===== src/rtl/video_test_pattern_gen_if.sv =====
// -----------------------------------------------------------------------------
// video_test_pattern_gen_if
//   Video timing bundle between a raster timing source, the pattern generator
//   and the downstream TMDS encoders.
//
//   Timing side (driven by the timing source, modport master):
//     dataEnable, hSync, vSync, hPos, vPos,
//     activeVideoGuardBand, activeVideoPreamble
//   Pixel side (driven by the pattern generator, modport slave):
//     r, g, b, dataEnableDelayed, hSyncDelayed, vSyncDelayed,
//     activeVideoGuardBandDelayed, activeVideoPreambleDelayed
// -----------------------------------------------------------------------------
interface video_test_pattern_gen_if #(
  parameter int COLOR_DEPTH = 8,
  parameter int H_BITS      = 12,
  parameter int V_BITS      = 11
);
  logic                   dataEnable;
  logic                   hSync;
  logic                   vSync;
  logic [H_BITS-1:0]      hPos;
  logic [V_BITS-1:0]      vPos;
  logic                   activeVideoGuardBand;
  logic                   activeVideoPreamble;

  logic [COLOR_DEPTH-1:0] r;
  logic [COLOR_DEPTH-1:0] g;
  logic [COLOR_DEPTH-1:0] b;
  logic                   dataEnableDelayed;
  logic                   hSyncDelayed;
  logic                   vSyncDelayed;
  logic                   activeVideoGuardBandDelayed;
  logic                   activeVideoPreambleDelayed;

  modport master (
    output dataEnable, hSync, vSync, hPos, vPos,
           activeVideoGuardBand, activeVideoPreamble,
    input  r, g, b, dataEnableDelayed, hSyncDelayed, vSyncDelayed,
           activeVideoGuardBandDelayed, activeVideoPreambleDelayed
  );

  modport slave (
    input  dataEnable, hSync, vSync, hPos, vPos,
           activeVideoGuardBand, activeVideoPreamble,
    output r, g, b, dataEnableDelayed, hSyncDelayed, vSyncDelayed,
           activeVideoGuardBandDelayed, activeVideoPreambleDelayed
  );
endinterface


===== src/rtl/video_test_pattern_gen.sv =====
// -----------------------------------------------------------------------------
// video_test_pattern_gen
//   Multi-mode test pattern source: colour bars, gray ramp, checkerboard,
//   solid colour, scrolling bars and a one-pixel border. The pattern is
//   latched at each frame start (vSync rising) so switches never tear.
//   Pixels and timing controls both leave exactly two cycles after entry.
//
//   Ports:
//     pixelClock   - pixel clock, rising edge
//     asyncResetN  - asynchronous active-low reset
//     mode         - requested pattern, adopted at frame start
//     solidColor   - {r,g,b} for the solid pattern
//     vid          - timing in / pixels and delayed timing out (slave)
//     activeMode   - pattern currently in effect
//     frameCount   - frames since reset, free-running mod 256
// -----------------------------------------------------------------------------
module video_test_pattern_gen #(
  parameter int COLOR_DEPTH = 8,
  parameter int H_BITS      = 12,
  parameter int V_BITS      = 11,
  parameter int H_ACTIVE    = 1280,
  parameter int V_ACTIVE    = 720,
  parameter int CHECK_SHIFT = 5,
  parameter int RAMP_SHIFT  = 2
) (
  input  logic                     pixelClock,
  input  logic                     asyncResetN,
  input  logic [2:0]               mode,
  input  logic [3*COLOR_DEPTH-1:0] solidColor,
  video_test_pattern_gen_if.slave  vid,
  output logic [2:0]               activeMode,
  output logic [7:0]               frameCount
);

  localparam int BAR_W    = H_ACTIVE / 8;
  localparam int COL_BITS = (BAR_W > 1) ? $clog2(BAR_W) : 1;

  typedef enum logic [2:0] {
    MODE_BARS   = 3'd0,
    MODE_RAMP   = 3'd1,
    MODE_CHECK  = 3'd2,
    MODE_SOLID  = 3'd3,
    MODE_SCROLL = 3'd4,
    MODE_BORDER = 3'd5,
    MODE_RSVD6  = 3'd6,
    MODE_RSVD7  = 3'd7
  } pattern_e;

  typedef struct packed {
    logic [COLOR_DEPTH-1:0] r;
    logic [COLOR_DEPTH-1:0] g;
    logic [COLOR_DEPTH-1:0] b;
  } rgb_t;

  typedef struct packed {
    logic de;
    logic hs;
    logic vs;
    logic gb;
    logic pre;
  } ctl_t;

  localparam rgb_t WHITE = '{r: '1, g: '1, b: '1};

  // Bar order white, yellow, cyan, green, magenta, red, blue, black:
  // each component is the inverse of one index bit (r<-1, g<-2, b<-0).
  function automatic rgb_t bar_colour(input logic [2:0] idx);
    bar_colour.r = {COLOR_DEPTH{~idx[1]}};
    bar_colour.g = {COLOR_DEPTH{~idx[2]}};
    bar_colour.b = {COLOR_DEPTH{~idx[0]}};
  endfunction

  pattern_e              active_mode_q, active_mode_d;
  logic [7:0]            frame_count_q, frame_count_d;
  logic [COL_BITS-1:0]   col_cnt_q,     col_cnt_d;
  logic [2:0]            bar_idx_q,     bar_idx_d;
  ctl_t                  ctl_s1_q,      ctl_s1_d;
  ctl_t                  ctl_s2_q,      ctl_s2_d;
  rgb_t                  rgb_s1_q,      rgb_s1_d;
  rgb_t                  rgb_s2_q,      rgb_s2_d;

  ctl_t                  ctl_in;
  rgb_t                  pix;
  logic                  frame_start;
  logic [2:0]            scroll_idx;
  logic                  on_border;

  always_comb begin
    // NOTE: every combinational output gets a default first so no path
    // through the block leaves it unassigned (which would infer a latch).
    active_mode_d = active_mode_q;
    frame_count_d = frame_count_q;
    col_cnt_d     = col_cnt_q;
    bar_idx_d     = bar_idx_q;
    pix           = '0;

    ctl_in = '{de:  vid.dataEnable,
               hs:  vid.hSync,
               vs:  vid.vSync,
               gb:  vid.activeVideoGuardBand,
               pre: vid.activeVideoPreamble};

    // Stage 1 already holds the previous vSync, so it doubles as the edge
    // detector's history bit.
    frame_start = ctl_in.vs & ~ctl_s1_q.vs;
    if (frame_start) begin
      active_mode_d = pattern_e'(mode);
      frame_count_d = frame_count_q + 8'd1;
    end

    // bar_idx_q is the bar of the pixel on the inputs this cycle.
    if (!ctl_in.de) begin
      col_cnt_d = '0;
      bar_idx_d = '0;
    end else if (col_cnt_q == COL_BITS'(BAR_W - 1)) begin
      col_cnt_d = '0;
      bar_idx_d = (bar_idx_q == 3'd7) ? 3'd7 : bar_idx_q + 3'd1;
    end else begin
      col_cnt_d = col_cnt_q + COL_BITS'(1);
    end

    // Three-bit sum wraps naturally, so the frameCount wrap is seamless.
    scroll_idx = bar_idx_q + frame_count_q[2:0];
    on_border  = (vid.hPos == '0) || (vid.hPos == H_BITS'(H_ACTIVE - 1)) ||
                 (vid.vPos == '0) || (vid.vPos == V_BITS'(V_ACTIVE - 1));

    unique case (active_mode_q)
      MODE_BARS:   pix = bar_colour(bar_idx_q);
      MODE_RAMP:   pix = '{r: COLOR_DEPTH'(vid.hPos >> RAMP_SHIFT),
                           g: COLOR_DEPTH'(vid.hPos >> RAMP_SHIFT),
                           b: COLOR_DEPTH'(vid.hPos >> RAMP_SHIFT)};
      MODE_CHECK:  pix = (vid.hPos[CHECK_SHIFT] ^ vid.vPos[CHECK_SHIFT]) ? WHITE : '0;
      MODE_SOLID:  pix = rgb_t'(solidColor);
      MODE_SCROLL: pix = bar_colour(scroll_idx);
      MODE_BORDER: pix = on_border ? WHITE : '0;
      MODE_RSVD6,
      MODE_RSVD7:  pix = '0;
      default:     pix = '0;
    endcase

    // Blank here: this de becomes the delayed de that accompanies the pixel.
    rgb_s1_d = ctl_in.de ? pix : '0;
    rgb_s2_d = rgb_s1_q;
    ctl_s1_d = ctl_in;
    ctl_s2_d = ctl_s1_q;
  end

  // NOTE: sequential state uses non-blocking assignments so every flop
  // samples pre-edge values, independent of statement order.
  always_ff @(posedge pixelClock or negedge asyncResetN) begin
    if (!asyncResetN) begin
      active_mode_q <= MODE_BARS;
      frame_count_q <= '0;
      col_cnt_q     <= '0;
      bar_idx_q     <= '0;
      ctl_s1_q      <= '0;
      ctl_s2_q      <= '0;
      rgb_s1_q      <= '0;
      rgb_s2_q      <= '0;
    end else begin
      active_mode_q <= active_mode_d;
      frame_count_q <= frame_count_d;
      col_cnt_q     <= col_cnt_d;
      bar_idx_q     <= bar_idx_d;
      ctl_s1_q      <= ctl_s1_d;
      ctl_s2_q      <= ctl_s2_d;
      rgb_s1_q      <= rgb_s1_d;
      rgb_s2_q      <= rgb_s2_d;
    end
  end

  assign vid.r                           = rgb_s2_q.r;
  assign vid.g                           = rgb_s2_q.g;
  assign vid.b                           = rgb_s2_q.b;
  assign vid.dataEnableDelayed           = ctl_s2_q.de;
  assign vid.hSyncDelayed                = ctl_s2_q.hs;
  assign vid.vSyncDelayed                = ctl_s2_q.vs;
  assign vid.activeVideoGuardBandDelayed = ctl_s2_q.gb;
  assign vid.activeVideoPreambleDelayed  = ctl_s2_q.pre;
  assign activeMode                      = active_mode_q;
  assign frameCount                      = frame_count_q;

endmodule


===== src/flat_wrapper.sv =====
// flat-port wrapper written by rule: the top's interface ports become plain ports
module video_test_pattern_gen_flat 
#(
  parameter int COLOR_DEPTH = 8,
  parameter int H_BITS      = 12,
  parameter int V_BITS      = 11,
  parameter int H_ACTIVE    = 1280,
  parameter int V_ACTIVE    = 720,
  parameter int CHECK_SHIFT = 5,
  parameter int RAMP_SHIFT  = 2
)
  (pixelClock, asyncResetN, mode, solidColor, activeMode, frameCount, vid_dataEnable, vid_hSync, vid_vSync, vid_hPos, vid_vPos, vid_activeVideoGuardBand, vid_activeVideoPreamble, vid_r, vid_g, vid_b, vid_dataEnableDelayed, vid_hSyncDelayed, vid_vSyncDelayed, vid_activeVideoGuardBandDelayed, vid_activeVideoPreambleDelayed);
  video_test_pattern_gen_if #(.COLOR_DEPTH(COLOR_DEPTH), .H_BITS(H_BITS), .V_BITS(V_BITS)) vid_i ();
  input  logic pixelClock;
  input  logic asyncResetN;
  input  logic [2:0] mode;
  input  logic [3*COLOR_DEPTH-1:0] solidColor;
  output logic [2:0] activeMode;
  output logic [7:0] frameCount;
  input wire logic [$bits(vid_i.dataEnable)-1:0] vid_dataEnable;
  input wire logic [$bits(vid_i.hSync)-1:0] vid_hSync;
  input wire logic [$bits(vid_i.vSync)-1:0] vid_vSync;
  input wire logic [$bits(vid_i.hPos)-1:0] vid_hPos;
  input wire logic [$bits(vid_i.vPos)-1:0] vid_vPos;
  input wire logic [$bits(vid_i.activeVideoGuardBand)-1:0] vid_activeVideoGuardBand;
  input wire logic [$bits(vid_i.activeVideoPreamble)-1:0] vid_activeVideoPreamble;
  output wire logic [$bits(vid_i.r)-1:0] vid_r;
  output wire logic [$bits(vid_i.g)-1:0] vid_g;
  output wire logic [$bits(vid_i.b)-1:0] vid_b;
  output wire logic [$bits(vid_i.dataEnableDelayed)-1:0] vid_dataEnableDelayed;
  output wire logic [$bits(vid_i.hSyncDelayed)-1:0] vid_hSyncDelayed;
  output wire logic [$bits(vid_i.vSyncDelayed)-1:0] vid_vSyncDelayed;
  output wire logic [$bits(vid_i.activeVideoGuardBandDelayed)-1:0] vid_activeVideoGuardBandDelayed;
  output wire logic [$bits(vid_i.activeVideoPreambleDelayed)-1:0] vid_activeVideoPreambleDelayed;
  assign vid_i.dataEnable = vid_dataEnable;
  assign vid_i.hSync = vid_hSync;
  assign vid_i.vSync = vid_vSync;
  assign vid_i.hPos = vid_hPos;
  assign vid_i.vPos = vid_vPos;
  assign vid_i.activeVideoGuardBand = vid_activeVideoGuardBand;
  assign vid_i.activeVideoPreamble = vid_activeVideoPreamble;
  assign vid_r = vid_i.r;
  assign vid_g = vid_i.g;
  assign vid_b = vid_i.b;
  assign vid_dataEnableDelayed = vid_i.dataEnableDelayed;
  assign vid_hSyncDelayed = vid_i.hSyncDelayed;
  assign vid_vSyncDelayed = vid_i.vSyncDelayed;
  assign vid_activeVideoGuardBandDelayed = vid_i.activeVideoGuardBandDelayed;
  assign vid_activeVideoPreambleDelayed = vid_i.activeVideoPreambleDelayed;
  video_test_pattern_gen #(.COLOR_DEPTH(COLOR_DEPTH), .H_BITS(H_BITS), .V_BITS(V_BITS), .H_ACTIVE(H_ACTIVE), .V_ACTIVE(V_ACTIVE), .CHECK_SHIFT(CHECK_SHIFT), .RAMP_SHIFT(RAMP_SHIFT)) u_core (.pixelClock(pixelClock), .asyncResetN(asyncResetN), .mode(mode), .solidColor(solidColor), .vid(vid_i), .activeMode(activeMode), .frameCount(frameCount));
endmodule

===== config.mk =====
export PLATFORM = sky130hd
export DESIGN_NAME = video_test_pattern_gen_flat
export DESIGN_NICKNAME = d
export VERILOG_FILES = /design/src/rtl/video_test_pattern_gen_if.sv /design/src/rtl/video_test_pattern_gen.sv /design/src/flat_wrapper.sv
export SDC_FILE = /design/constraint.sdc
export NUM_CORES = 1
export LEC_CHECK = 0
export ABC_AREA = 1
export CORE_UTILIZATION = 45
export CTS_BUF_LIST = sky130_fd_sc_hd__clkbuf_4
export DETAILED_ROUTE_END_ITERATION = 8
export GPL_TIMING_DRIVEN = 1
export PLACE_DENSITY = 0.76
export SLEW_MARGIN = 40
export SYNTH_ARGS = -nofsm -noshare
export SYNTH_HDL_FRONTEND = slang
export SYNTH_SLANG_ARGS = --single-unit

===== constraint.sdc =====
create_clock -name pixelClock -period 5 [get_ports pixelClock]
set_input_delay 1.25 -clock pixelClock [delete_from_list [all_inputs] [get_ports pixelClock]]
set_output_delay 1.25 -clock pixelClock [all_outputs]
set_load 0.02 [all_outputs]

==> qor.tcl, run 1 <==
set qor(synth.top_cell.area_share_pct) 57.9
set qor(synth_largest_area_cell) {sky130_fd_sc_hd__dfrtp_1}
set qor(num-nets-final) 542
set qor(globalplace.congestion) 0.846
set qor(peakVddDrop_uv) 254
set qor(die_area_um2) 8040
set qor(net-switching-power_mw) 0.513
set qor(residual_drc) 0
set qor(average_instance_area_after_synthesis_um2) 9.10
set qor(initial_utilization_pct) 47.2
set qor(most_frequently_used_flop_master_after_synthesis) {sky130_fd_sc_hd__dfrtp_1}
set qor(die_h_um) 89.7
set qor(grt_start_max_net_pins) 81
set qor(worstSkewPairLatency_ns) 0.41
set qor(busiest_layer) {met2}
set qor(swShare_pct) 32.6
set qor(startpoint_class_of_the_critical_path) {flop}
set qor(critPathLaunch) {u_core.activeMode[1]}
set qor(library_cell_with_the_highest_instance_count_after_synthesis) {sky130_fd_sc_hd__dfrtp_1}
set qor(worst_hold_path.num_cells) 0
set qor(setup_viol_count_final) 0
set qor(run_status) {finished, final reports clean}
set qor(postCtsHoldBufs) 0
set qor(pre_cts_ws_ns) 1.95
set qor(clock_group_share_of_total_power_pct) 19.2
set qor(port-buffer-count) 96
set qor(multi_input_area_um2) 1160
set qor(critical_path.endpoint_type) {output pin}
set qor(overflow_left_after_global_routing) 0
set qor(arrival_ns) 1.58
set qor(cts_tree) {built}
set qor(layout.filler_cells) 628
set qor(drive_above_1_share_pct) 8.06
set qor(final-max-slew-violation-count) 0
set qor(cp_data_required_time_ns) 3.75
set qor(leakagePower_nw) 2.28
set qor(setup.worst_path.class) {flop to output pin}
set qor(first_global_vias) 2669
set qor(totalWireLength_um) 7030
set qor(rsz0062_at_grt) {no}
set qor(post_cts_resize_count) 0
set qor(placeableCoreArea_um2) 7330
set qor(yosysWarnings) 0
set qor(count_of_buffering_cells_on_the_critical_path_with_inverters_included) 1
set qor(grt_use_met2_pct) 32.0
set qor(p_comb_share_pct) 29.8
set qor(ant_nets) 0
set qor(num_antenna_cells) 0
set qor(ys_seq_area_share_pct) 57.9
set qor(ys_types) 31
set qor(ys_async_sr_fraction_pct) 100
set qor(boundaryPins) 97
set qor(grt_use_met1_pct) 25.1
set qor(grt.met3_usage_pct) 3.66
set qor(netlist_area_um2) 3460
set qor(viasPerCell) 4.69
set qor(synth_enable_flop_cells) 0
set qor(initial_drc_count) 109
set qor(layout-area-overhead-vs-synth_pct) 33.3
set qor(cts_post_setup_buffers_inserted) 0
set qor(drt_pass1_iterations) 4
set qor(clkTransAtPathRegs_ns) 0.12
set qor(hold_path.startpoint) {u_core.rgb_s1_q[15]}
set qor(final_design_area_no_fill_um2) 4610
set qor(setup_ws_ns) 2.17
set qor(crit_path_top_delay_cell) {sky130_fd_sc_hd__clkdlybuf4s50_1}
set qor(drv_cap) 0
set qor(max_incr_delay_on_cp_ns) 0.66
set qor(antenna_found_initial) 0
set qor(mappedNetlistNets) 442
set qor(placement.cell_area_um2) 4510
set qor(number_of_h_tree_levels) 3
set qor(max_slew_margin_pct) 54.3
set qor(timing.clock.skew_ns) 0.0122
set qor(synth_seq_cells) 80
set qor(path_depth) 1
set qor(standard_cell_rows) 31
set qor(worst_hold_path_type) {flop to flop}
set qor(cp_max_fo) 7
set qor(route.vias.total) 2736
set qor(critical_path.cell_chain) {clkdlybuf4s50_1}
set qor(wire_length_of_the_first_global_routing_pass_um) 11700
set qor(average_detailed_routed_wire_length_per_instance_um) 12.1
set qor(clock_period_minus_worst_slack_ns) 2.83
set qor(clock.fmax_ghz) 0.353
set qor(r2r-start) {u_core.frameCount[0]}
set qor(fp.dieW_um) 89.7
set qor(power_density_nw_per_um2) 342
set qor(dpl.hpwl_um) 5270
set qor(synthesis.instances) 380
set qor(cts-root-buf) {sky130_fd_sc_hd__clkbuf_4}
set qor(ranking_of_synthesized_cells_by_area) {sky130_fd_sc_hd__dfrtp_1 58%, sky130_fd_sc_hd__inv_1 7.2%, sky130_fd_sc_hd__nor2_1 6.4%}
set qor(cts_buffers) 9
set qor(p_int_mw) 1.06
set qor(ff2ff_path_depth) 7
set qor(power.share.sequential_pct) 51.0
set qor(reg_area_um2) 2000
set qor(worst-r2r-setup-slack_ns) 3.04
set qor(global_route.usage.total_pct) 19.7
set qor(layout.core_utilization_pct) 62.9
set qor(max-clock-path-buffers) 2
set qor(cts_num_sinks) 80
set qor(most_frequent_cells_after_synthesis) {80 x sky130_fd_sc_hd__dfrtp_1, 66 x sky130_fd_sc_hd__inv_1, 59 x sky130_fd_sc_hd__nor2_1}
set qor(critical_path.top_delay_family) {buffers and inverters}
set qor(min_period_over_period_pct) 56.7
set qor(tightest_slew_ns) 0.685
set qor(hold_viol) 0
set qor(accumulated_negative_setup_slack_ns) 0
==> power by group through the flow <==
stage                     Sequential (mW)  Combinational, mW  Clock [mW]
after global routing                0.817              0.517       0.343
after CTS                           0.805              0.474       0.312
after detailed placement            0.818              0.471           0
after floorplan                     0.883              0.177           0
final                               0.803              0.469       0.302
after global placement              0.814              0.464           0
==> layout make-up <==
class | instances | share of cell area (%)
sequential | 80 | 43.4
clock inverter | 5 | 0.543
multi-input combinational | 223 | 25.1
tap | 99 | 2.69
inverter | 70 | 5.70
timing repair buffer | 96 | 20.9
clock buffer | 10 | 1.63
==> worst paths after layout <==
path                                                           to
setup / recovery                                    activeMode[1]
hold / removal                                    u_core.vid.g[7]
setup reg to reg                              u_core.rgb_s1_q[22]
hold reg to reg                                   u_core.vid.g[7]
max in group asynchronous                         u_core.vid.b[3]
min in group asynchronous  u_core.vid.activeVideoGuardBandDelayed
==> sequential cells by signal, indices dropped and copies added, names as in the netlist <==
| name | flops |
|---|---|
| u_core.vid.activeVideoGuardBandDelayed | 1 |
| u_core.frameCount | 8 |
| u_core.ctl_s1_q | 5 |
| u_core.bar_idx_q | 3 |
| u_core.vid.hSyncDelayed | 1 |
| u_core.vid.dataEnableDelayed | 1 |
| u_core.vid.activeVideoPreambleDelayed | 1 |
| u_core.vid.b | 8 |
| u_core.vid.g | 8 |
| u_core.col_cnt_q | 8 |
| u_core.activeMode | 3 |
| u_core.rgb_s1_q | 24 |
| u_core.vid.r | 8 |
| u_core.vid.vSyncDelayed | 1 |
==> through the flow <==
stage	power, mW	cells	hold WS [ns]
after floorplan	1.06	380	0.331
after global placement	1.28	568	0.331
after detailed placement	1.29	568	0.336
after global routing	1.68	583	0.352
final	1.57	583	0.354
after CTS	1.59	583	0.352
==> cells by family after synthesis <==
| kind of cell | Yosys count | synth area share, % |
|---|---|---|
| buffers and inverters | 77 | 8.83 |
| DFF | 80 | 57.9 |
| xor gates and xnor gates | 9 | 2.28 |
| and+or+nand+nor | 145 | 18.6 |
| adders and majority gates | 5 | 2.03 |
| AOI/OAI and AO/OA | 64 | 10.3 |
==> layer usage <==
layer,part of all wire (%),vias to the layer above
met1,44,1267
met3,4.8,15
met2,49,83
met4,2.5,0
met5,0,-
li1,-,1371
==> placed cells by master (no fill, tap or decap), types with 3 or more instances in the layout <==
cell type                         instances
sky130_fd_sc_hd__clkdlybuf4s50_1         95
sky130_fd_sc_hd__dfrtp_1                 80
sky130_fd_sc_hd__inv_1                   66
sky130_fd_sc_hd__nor2_1                  59
sky130_fd_sc_hd__nand2_1                 54
sky130_fd_sc_hd__a21oi_1                 28
sky130_fd_sc_hd__o21ai_0                 21
sky130_fd_sc_hd__clkbuf_4                10
sky130_fd_sc_hd__nor2_2                   9
sky130_fd_sc_hd__nand3_1                  6
sky130_fd_sc_hd__o21ai_1                  6
sky130_fd_sc_hd__xor2_1                   5
sky130_fd_sc_hd__nor3_1                   4
sky130_fd_sc_hd__xnor2_1                  4
sky130_fd_sc_hd__inv_2                    4
sky130_fd_sc_hd__ha_1                     4
sky130_fd_sc_hd__nand4_1                  3
sky130_fd_sc_hd__nor3b_1                  3
sky130_fd_sc_hd__nand3_2                  3
sky130_fd_sc_hd__o21ai_2                  3
Power figures use the tool's default switching activity.
==> inputs of run 2 (changes only) <==
--- a/config.mk
+++ b/config.mk
@@ -10,7 +10,7 @@
 export CTS_BUF_LIST = sky130_fd_sc_hd__clkbuf_4
 export DETAILED_ROUTE_END_ITERATION = 8
 export GPL_TIMING_DRIVEN = 1
-export PLACE_DENSITY = 0.76
+export PLACE_DENSITY = 0.79
 export SLEW_MARGIN = 40
 export SYNTH_ARGS = -nofsm -noshare
 export SYNTH_HDL_FRONTEND = slang
==> constraint.sdc (replaced) <==
create_clock -name pixelClock -period 2.5 [get_ports pixelClock]
set_input_delay 0.625 -clock pixelClock [delete_from_list [all_inputs] [get_ports pixelClock]]
set_output_delay 0.625 -clock pixelClock [all_outputs]
set_load 0.02 [all_outputs]
==> run 2 against run 1 <==
Critical path depth unchanged. Wire length up 5.2%. Sequential cell count unchanged. Die area stayed put. Global-route usage increased by 0.79 points. Register-to-register slack got worse by 2.5 ns. Via count up 1.8%.
==> qor.tcl, run 2 (synthesis results as in run 1) <==
set qor(grt_start_max_net_pins) 42 ;# -48%
set qor(power_density_nw_per_um2) 709 ;# +110%
set qor(clock_group_share_of_total_power_pct) 22.5 ;# +3.3 points
set qor(postCtsHoldBufs) 0 ;# unchanged
set qor(arrival_ns) 1.62 ;# +0.04 ns
set qor(swShare_pct) 32.3 ;# -0.27 points
set qor(fin_total_pwr_mw) 3.31 ;# +110%
set qor(grt.met3_usage_pct) 4.57 ;# +0.91 points
set qor(timing.clock.skew_ns) 0.0192 ;# +0.00700 ns
set qor(cts_tree) {built}
set qor(placeableCoreArea_um2) 7330 ;# unchanged
set qor(clock.fmax_ghz) 0.445
set qor(largest_register_ff_count) 24 ;# unchanged
set qor(antenna_found_initial) 0 ;# unchanged
set qor(p_int_mw) 2.24 ;# +110%
set qor(wire_length_of_the_first_global_routing_pass_um) 12200 ;# +4.4%
set qor(worst_hold_path_type) {primary input to async pin}
set qor(hold_viol) 0 ;# unchanged
set qor(drv_cap) 0 ;# unchanged
set qor(final-max-slew-violation-count) 0 ;# unchanged
set qor(ant_nets) 0 ;# unchanged
set qor(cts_post_setup_buffers_inserted) 0 ;# unchanged
set qor(post_cts_resize_count) 0 ;# unchanged
set qor(power.share.sequential_pct) 48.7 ;# -2.3 points
set qor(average_detailed_routed_wire_length_per_instance_um) 12.6 ;# +4.7%
set qor(busiest_layer) {met2}
set qor(leading_cell_types_in_the_layout_fill_and_taps_excluded) {95 x sky130_fd_sc_hd__clkdlybuf4s50_1, 80 x sky130_fd_sc_hd__dfrtp_1, 66 x sky130_fd_sc_hd__inv_1}
set qor(min_period_over_period_pct) 89.9
set qor(num-nets-final) 545 ;# +0.55%
set qor(cts_buffers) 9 ;# unchanged
set qor(run_status) {finished, final reports clean}
set qor(first_global_vias) 2783 ;# +4.3%
set qor(standard_cell_rows) 31 ;# unchanged
set qor(crit_path_top_delay_cell) {sky130_fd_sc_hd__clkdlybuf4s50_1}
set qor(drive_above_1_share_pct) 8.83 ;# +0.77 points
set qor(die_area_um2) 8040 ;# unchanged
set qor(initial_utilization_pct) 47.2 ;# unchanged
set qor(max-clock-path-buffers) 2 ;# unchanged
set qor(tightest_slew_ns) 0.509 ;# -0.176 ns
set qor(dpl.hpwl_um) 5490 ;# +4.2%
set qor(p_comb_share_pct) 28.8 ;# -1.0 points
set qor(setup.worst_path.class) {flop to output pin}
set qor(most_common_cell_after_layout_fill_and_taps_aside) {sky130_fd_sc_hd__clkdlybuf4s50_1}
set qor(layout.filler_cells) 608 ;# -3.2%
set qor(initial_drc_count) 149 ;# +37%
set qor(globalplace.congestion) 0.867 ;# +2.6%
set qor(rsz0062_at_grt) {no}
set qor(route.vias.total) 2786 ;# +1.8%
set qor(startpoint_class_of_the_critical_path) {flop}
set qor(drt_pass1_iterations) 4 ;# unchanged
set qor(fp.dieW_um) 89.7 ;# unchanged
set qor(residual_drc) 0 ;# unchanged
set qor(max_slew_margin_pct) 66.1 ;# +12 points
set qor(critical_path.endpoint_type) {output pin}
set qor(critical_path.cell_chain) {clkdlybuf4s50_1}
set qor(boundaryPins) 97 ;# unchanged
set qor(max_flop_register) {u_core.rgb_s1_q}
set qor(accumulated_negative_setup_slack_ns) 0 ;# unchanged
set qor(worstSkewPairLatency_ns) 0.43 ;# +0.02 ns
set qor(clkTransAtPathRegs_ns) 0.13 ;# about the same
set qor(clock_period_minus_worst_slack_ns) 2.25
set qor(totalWireLength_um) 7400 ;# +5.2%
set qor(cts_num_sinks) 80 ;# unchanged
set qor(leakagePower_nw) 2.31 ;# +1.2%
set qor(count_of_buffering_cells_on_the_critical_path_with_inverters_included) 1 ;# unchanged
set qor(port-buffer-count) 96 ;# unchanged
set qor(cp_data_required_time_ns) 1.88 ;# -1.87 ns
set qor(overflow_left_after_global_routing) 0 ;# unchanged
set qor(viasPerCell) 4.75 ;# +1.3%
set qor(cts-root-buf) {sky130_fd_sc_hd__clkbuf_4}
set qor(cp_max_fo) 6 ;# -1
set qor(setup_viol_count_final) 0 ;# unchanged
set qor(peakVddDrop_uv) 545 ;# +110%
set qor(max_incr_delay_on_cp_ns) 0.67 ;# about the same
set qor(layout-area-overhead-vs-synth_pct) 34.9
set qor(grt_use_met1_pct) 25.6 ;# +0.51 points
set qor(num_antenna_cells) 0 ;# unchanged
set qor(die_h_um) 89.7 ;# unchanged
set qor(global_route.usage.total_pct) 20.4 ;# +0.79 points
set qor(number_of_h_tree_levels) 3 ;# unchanged
set qor(grt_use_met2_pct) 34.6 ;# +2.6 points
set qor(net-switching-power_mw) 1.07 ;# +110%
set qor(critical_path.top_delay_family) {buffers and inverters}
-- run 2: power groups by stage --
stage / Clock (mW) / Combinational [mW] / Sequential (mW)
after global routing: 0.824 / 1.05 / 1.64
after CTS: 0.758 / 0.961 / 1.61
after detailed placement: 0 / 0.953 / 1.64
after global placement: 0 / 0.929 / 1.63
after floorplan: 0 / 0.353 / 1.77
final: 0.742 / 0.953 / 1.61
-- run 2: final cells by class --
class                      instances  area, um^2  area share [%]
clock buffer                      10        75.1            1.61
multi-input combinational        223        1150            24.7
timing repair buffer              99         993            21.3
clock inverter                     5        57.6            1.23
inverter                          70         263            5.63
tap                               99         124            2.66
sequential                        80        2000            42.9
-- run 2: metal layers --
layer / vias up / part of all wire (%)
met2: 89 / 51
met5: - / 0
li1: 1379 / -
met4: 0 / 1.6
met3: 12 / 5.0
met1: 1306 / 43
-- run 2: worst paths after layout --
check,end,slack [ns],start,cells past startpoint
worst max-delay path,activeMode[0],0.25,u_core.activeMode[0],1
worst min-delay path,u_core.rgb_s1_q[17],0.16,asyncResetN,1
worst max register to register,u_core.rgb_s1_q[20],0.54,u_core.frameCount[0],7
worst min register to register,u_core.vid.b[5],0.36,u_core.rgb_s1_q[5],0
max in group asynchronous,u_core.col_cnt_q[5],1.75,asyncResetN,2
min in group pixelClock,u_core.vid.b[5],0.36,u_core.rgb_s1_q[5],0
-- run 2: through the flow --
stage / worst slack (ns) / hold WS [ns] / instance area [um^2] / util (%) / std cells
3_3_place_gp: 0.449 / 0.332 / 4530 / 61.8 / 571
4_1_cts: 0.243 / 0.165 / 4660 / 63.6 / 586
5_1_grt: 0.193 / 0.172 / 4660 / 63.6 / 586
3_5_place_dp: 0.417 / 0.335 / 4530 / 61.8 / 571
2_1_floorplan: 0.725 / 0.329 / 3460 / - / 380
6_report: 0.253 / 0.156 / 4660 / 63.6 / 586
